`config.mk`:
```
export PLATFORM = sky130hd
export DESIGN_NAME = bin_morph_3x3
export DESIGN_NICKNAME = d
export VERILOG_FILES = /design/src/rtl/bin_morph_3x3.sv
export SDC_FILE = /design/constraint.sdc
export NUM_CORES = 1
export LEC_CHECK = 0
export CAP_MARGIN = 20
export CELL_PAD_IN_SITES_DETAIL_PLACEMENT = 1
export CELL_PAD_IN_SITES_GLOBAL_PLACEMENT = 1
export CORE_ASPECT_RATIO = 0.9
export CORE_UTILIZATION = 40
export CTS_CLUSTER_SIZE = 12
export DETAILED_ROUTE_END_ITERATION = 12
export DONT_BUFFER_PORTS = 1
export GPL_TIMING_DRIVEN = 0
export PLACE_DENSITY = 0.76
export SYNTH_ARGS = -nofsm -noshare
export SYNTH_HDL_FRONTEND = slang
export SYNTH_SLANG_ARGS = --single-unit
```
`constraint.sdc`:
```
create_clock -name sys_clk -period 2.7 [get_ports sys_clk]
set_input_delay 0 -clock sys_clk [delete_from_list [all_inputs] [get_ports sys_clk]]
set_output_delay 0 -clock sys_clk [all_outputs]
set_load 0.01 [all_outputs]
```
`src/rtl/bin_morph_3x3.sv`:
```
// 3x3 binary erode/dilate over a streamed window, with frame-border forcing and
// a per-frame mode latch. Two register stages from window to output.
module bin_morph_3x3 #(
    parameter int   IMG_W      = 800,
    parameter int   IMG_H      = 480,
    parameter logic BORDER_VAL = 1'b0
) (
    input  logic sys_clk,
    input  logic sys_rst_n,
    input  logic matrix_wr_en,
    input  logic matrix_p11,
    input  logic matrix_p12,
    input  logic matrix_p13,
    input  logic matrix_p21,
    input  logic matrix_p22,
    input  logic matrix_p23,
    input  logic matrix_p31,
    input  logic matrix_p32,
    input  logic matrix_p33,
    input  logic mode_sel,
    output logic out_en,
    output logic out_bit,
    output logic frame_done
);

    localparam int COL_W = (IMG_W > 1) ? $clog2(IMG_W) : 1;
    localparam int ROW_W = (IMG_H > 1) ? $clog2(IMG_H) : 1;
    localparam logic [COL_W-1:0] COL_LAST = COL_W'(IMG_W - 1);
    localparam logic [ROW_W-1:0] ROW_LAST = ROW_W'(IMG_H - 1);

    // Handshake: matrix_wr_en is a valid with no ready; every cycle it is high
    // one window is consumed, and exactly one out_en follows two cycles later.

    logic [8:0]       window;
    logic             window_and;
    logic             window_or;
    logic [COL_W-1:0] col;
    logic [ROW_W-1:0] row;
    logic             mode_q;
    logic             first_px;
    logic             last_col;
    logic             last_row;
    logic             mode_eff;
    logic             border_px;

    logic s1_valid;
    logic s1_and;
    logic s1_or;
    logic s1_mode;
    logic s1_border;
    logic s1_last;
    logic s1_result;

    always_comb begin
        window     = {matrix_p11, matrix_p12, matrix_p13,
                      matrix_p21, matrix_p22, matrix_p23,
                      matrix_p31, matrix_p32, matrix_p33};
        window_and = &window;
        window_or  = |window;
        first_px   = (col == '0) && (row == '0);
        last_col   = (col == COL_LAST);
        last_row   = (row == ROW_LAST);
        border_px  = (col == '0) || last_col || (row == '0) || last_row;
        // The first pixel of a frame already uses the freshly sampled mode.
        mode_eff   = first_px ? mode_sel : mode_q;
    end

    always_ff @(posedge sys_clk or negedge sys_rst_n) begin
        if (!sys_rst_n) begin
            col    <= '0;
            row    <= '0;
            mode_q <= 1'b0;
        end else if (matrix_wr_en) begin
            if (first_px) begin
                mode_q <= mode_sel;
            end
            if (last_col) begin
                col <= '0;
                row <= last_row ? '0 : row + 1'b1;
            end else begin
                col <= col + 1'b1;
            end
        end
    end

    always_ff @(posedge sys_clk or negedge sys_rst_n) begin
        if (!sys_rst_n) begin
            s1_valid  <= 1'b0;
            s1_and    <= 1'b0;
            s1_or     <= 1'b0;
            s1_mode   <= 1'b0;
            s1_border <= 1'b0;
            s1_last   <= 1'b0;
        end else begin
            s1_valid <= matrix_wr_en;
            if (matrix_wr_en) begin
                s1_and    <= window_and;
                s1_or     <= window_or;
                s1_mode   <= mode_eff;
                s1_border <= border_px;
                s1_last   <= last_col && last_row;
            end
        end
    end

    always_comb begin
        s1_result = 1'b0;
        if (s1_border) begin
            s1_result = BORDER_VAL;
        end else if (s1_mode) begin
            s1_result = s1_or;
        end else begin
            s1_result = s1_and;
        end
    end

    // out_bit only moves on a valid result so it holds between pixels.
    always_ff @(posedge sys_clk or negedge sys_rst_n) begin
        if (!sys_rst_n) begin
            out_en     <= 1'b0;
            out_bit    <= 1'b0;
            frame_done <= 1'b0;
        end else begin
            out_en     <= s1_valid;
            frame_done <= s1_valid && s1_last;
            if (s1_valid) begin
                out_bit <= s1_result;
            end
        end
    end

endmodule

```
==> run_results.csv <==
group,metric,value,unit
sta,setup_ws,0.4807,ns
drt,wl_per_cell,16.09,um
logic_synthesis,synth_xor_area_share,6.506,%
worst_hold_path,holdPathStages,3,
worst_hold_path,hold_path_class,"input pin to register",
clock_tree,cts_buffers,3,
logic_synthesis,ys_warn_count,0,
clock_tree,cts-root-buf,"clkbuf_8",
die,die_w,63.16,um
place,post-place-ws,0.4541,ns
clock_tree,cts_tree,"done",
logic_synthesis,synth_top_family_by_area,"simple AND/OR/NAND/NOR gates",
die,core_area,3138,um2
layout,diodes,0,
clock_tree,insertion_delay,0.27,ns
logic_synthesis,postSynthAreaPerCell,10.36,um2
logic_synthesis,muxShareOfSynthArea,3.253,%
layout,multi_input_area,611.8,um2
drt,vias_per_cell,5.575,
sta,setup_viol,0,
worst_hold_path,hp-start,"matrix_wr_en",
clock_tree,htree_levels,1,
sta,period_minus_slack,2.219,ns
global_routing,grt.overflow.total,0,
die,die_area,3602,um2
critical_path,reg2reg_depth,5,
critical_path,setup.worst_path.class,"register to register",
logic_synthesis,synth.net_count,147,
layout,area_delta_synth_final,16.17,%
drt,vias,1037,
drt,first_pass_iters,3,
layout,register_area,700.7,um2
layout,final_cells,186,
sta,worstMarginPinSlew,0.7635,ns
layout,layout_common_cells,"28 x dfrtp_1, 13 x nor2_1, 9 x nand2_1, 9 x dlygate4sd3_1",
power_and_ir_drop,finalPower,893.5,uW
critical_path,r2r_start,"col[1]$_DFFE_PN0P_",
logic_synthesis,synth_cell_types,29,
logic_synthesis,yosys.area_share.simple,22.58,%
layout,fillCellCount,355,
worst_hold_path,min_to,"s1_border$_DFFE_PN0P_",
layout,final_common_cell,"dfrtp_1",
flow_run,max-cap-violations,0,
critical_path,critPathMaxFanout,5,
clock_tree,cts_setup_buffers,0,
logic_synthesis,synth_fa_ha_area_share,3.717,%
global_routing,grtUsageTotal,19.32,%
sta,hold_viol,0,
layout,drive_above_1_share,6.944,%
die,die_height,57.04,um
clock_tree,clkSlewWorstSetupHoldPaths,0.09,ns
global_routing,grt_max_degree,29,
clock_tree,clock_path_buffers,2,
drt,drt_wl_total,2.993,mm
power_and_ir_drop,power_density,571.3,nW/um2
outcome,status,"finished clean",
place,port_buffers,0,
critical_path,r2r-end,"row[8]$_DFFE_PN0P_",
power_and_ir_drop,vdd_drop_max,0.3672,mV
sta,fin_crit_sh,82.19,%
logic_synthesis,ys_ff_latch,28,
critical_path,worstPathRequired,2.88,ns
critical_path,regToRegSetupSlack,0.48,ns
sta,max_freq,450.6,MHz
layout,final_nets,162,
critical_path,crit_path_start,"col[1]$_DFFE_PN0P_",
sta,clock_skew,0.003117,ns
critical_path,crit_path_end_kind,"register",
clock_tree,cts.repair.resized,0,
global_routing,grt_pass1_vias,1132,
logic_synthesis,yosysTopAreaCellShare,52.04,%
global_routing,grt_pass1_wl,5.292,mm
place,place.gp.congestion,0.7830,
drt,drtAntennaViolNets,0,
logic_synthesis,yosysSeqAreaShare,52.04,%
critical_path,worstSetupStartpointType,"register",
clock_tree,cts.sinks,28,
logic_synthesis,yosys.area.top_type,"dfrtp_1",
logic_synthesis,ys_top_cells_by_area,"dfrtp_1 52%, xnor2_1 4.6%, ha_1 3.7%, nand4_1 3.7%, nor2_1 3.6%",
die,start_util,42.90,%
place,dp_cells,172,
sta,rsz0062_at_grt,"no",
sta,relSlewSlack,48.68,%
sta,setup_tns,0,ns
die,ios,16,
clock_tree,hold_buffers,10,
logic_synthesis,syn-instance-count,130,
logic_synthesis,synth_compound_area_share,9.387,%
logic_synthesis,syn-cell-area,1346,um2
die,rows,19,
drt,drtIter0Drc,47,
global_routing,antenna_found_initial,0,
drt,drc,0,
sta,finalMaxSlewViolations,0,
sta,holdWs,0.1362,ns
place,dp_hpwl,2.096,mm
critical_path,arrival,2.40,ns
power_and_ir_drop,power_leakage,0.6664,nW
-- power breakdown --
part           switching [mW]  total [mW]  internal [mW]  leakage (nW)
logic                  0.0641       0.124         0.0598         0.286
registers              0.0546       0.513          0.459         0.352
clock network           0.126       0.256          0.131        0.0288
total                   0.245       0.894          0.649         0.666
-- synthesized netlist by cell type --
master,instances
mux2_2,3
inv_1,8
dfrtp_1,28
a41oi_1,1
o31ai_1,4
nand3_1,5
a31oi_1,1
o21ai_0,5
a21oi_1,5
a21o_1,3
or4b_1,1
nor3_1,3
xor2_1,3
and3_1,1
nor4_1,4
or3_1,3
a22o_1,1
and2_1,1
nand2_1,9
mux2i_1,1
or4_4,1
xnor2_1,7
or4_1,4
nand4bb_1,1
nand4_1,8
nor2_1,13
ha_1,4
nor4_2,1
clkbuf_1,1
-- how the worst max path moves through the flow --
stage                    endpoint  slack [ns]
3_3_place_gp   row[8]$_DFFE_PN0P_        0.58
2_1_floorplan  row[7]$_DFFE_PN0P_        0.67
6_report       row[8]$_DFFE_PN0P_        0.48
5_1_grt        row[8]$_DFFE_PN0P_        0.37
3_5_place_dp   row[8]$_DFFE_PN0P_        0.45
4_1_cts        row[8]$_DFFE_PN0P_        0.44
-- worst max-delay path: stages, from the launching register on --
cell     delay (ns)
dfrtp_1        0.42
ha_1           0.25
nand2_1        0.17
or4_1          0.66
or3_1          0.41
o31ai_1        0.23
-- final cells by class --
type | count | area share, %
tap | 42 | 3.360
sequential | 28 | 44.80
clock buffer | 4 | 3.520
buffer | 1 | 0.2400
timing repair buffer | 10 | 7.040
inverter | 8 | 1.920
multi-input combinational | 93 | 39.12
-- flip-flops by register name, summed over array words and instances (netlist names) --
name	cells
frame_done	1
out_bit	1
s1_mode	1
s1_and	1
s1_border	1
col	10
out_en	1
s1_last	1
s1_or	1
s1_valid	1
row	9
-- metal layers --
metal  up-vias  global-route usage [%]  wire [um]
li1        494                       -          -
met4         0                   5.316         29
met1       524                   23.88       1353
met2        15                   34.56       1534
met3         4                   3.600         76
met5         -                       0          0
-- cells by family (layout without fill, tap and decap cells) --
logic type / Yosys count / after routing
AOI/OAI and AO/OA: 20 / 20
xor gates and xnor gates: 10 / 10
adders and majority gates: 4 / 4
buffers and inverters: 9 / 23
DFF: 28 / 28
muxes: 4 / 4
and+or+nand+nor: 55 / 55
-- per-stage QoR --
step / cell area, um2 / utilization, %
detailed placement: 1399 / 44.58
floorplan: 1346 / -
global placement: 1399 / 44.58
CTS: 1564 / 49.84
finish: 1564 / 49.84
global route: 1564 / 49.84
(Power assumes the default switching activity.)
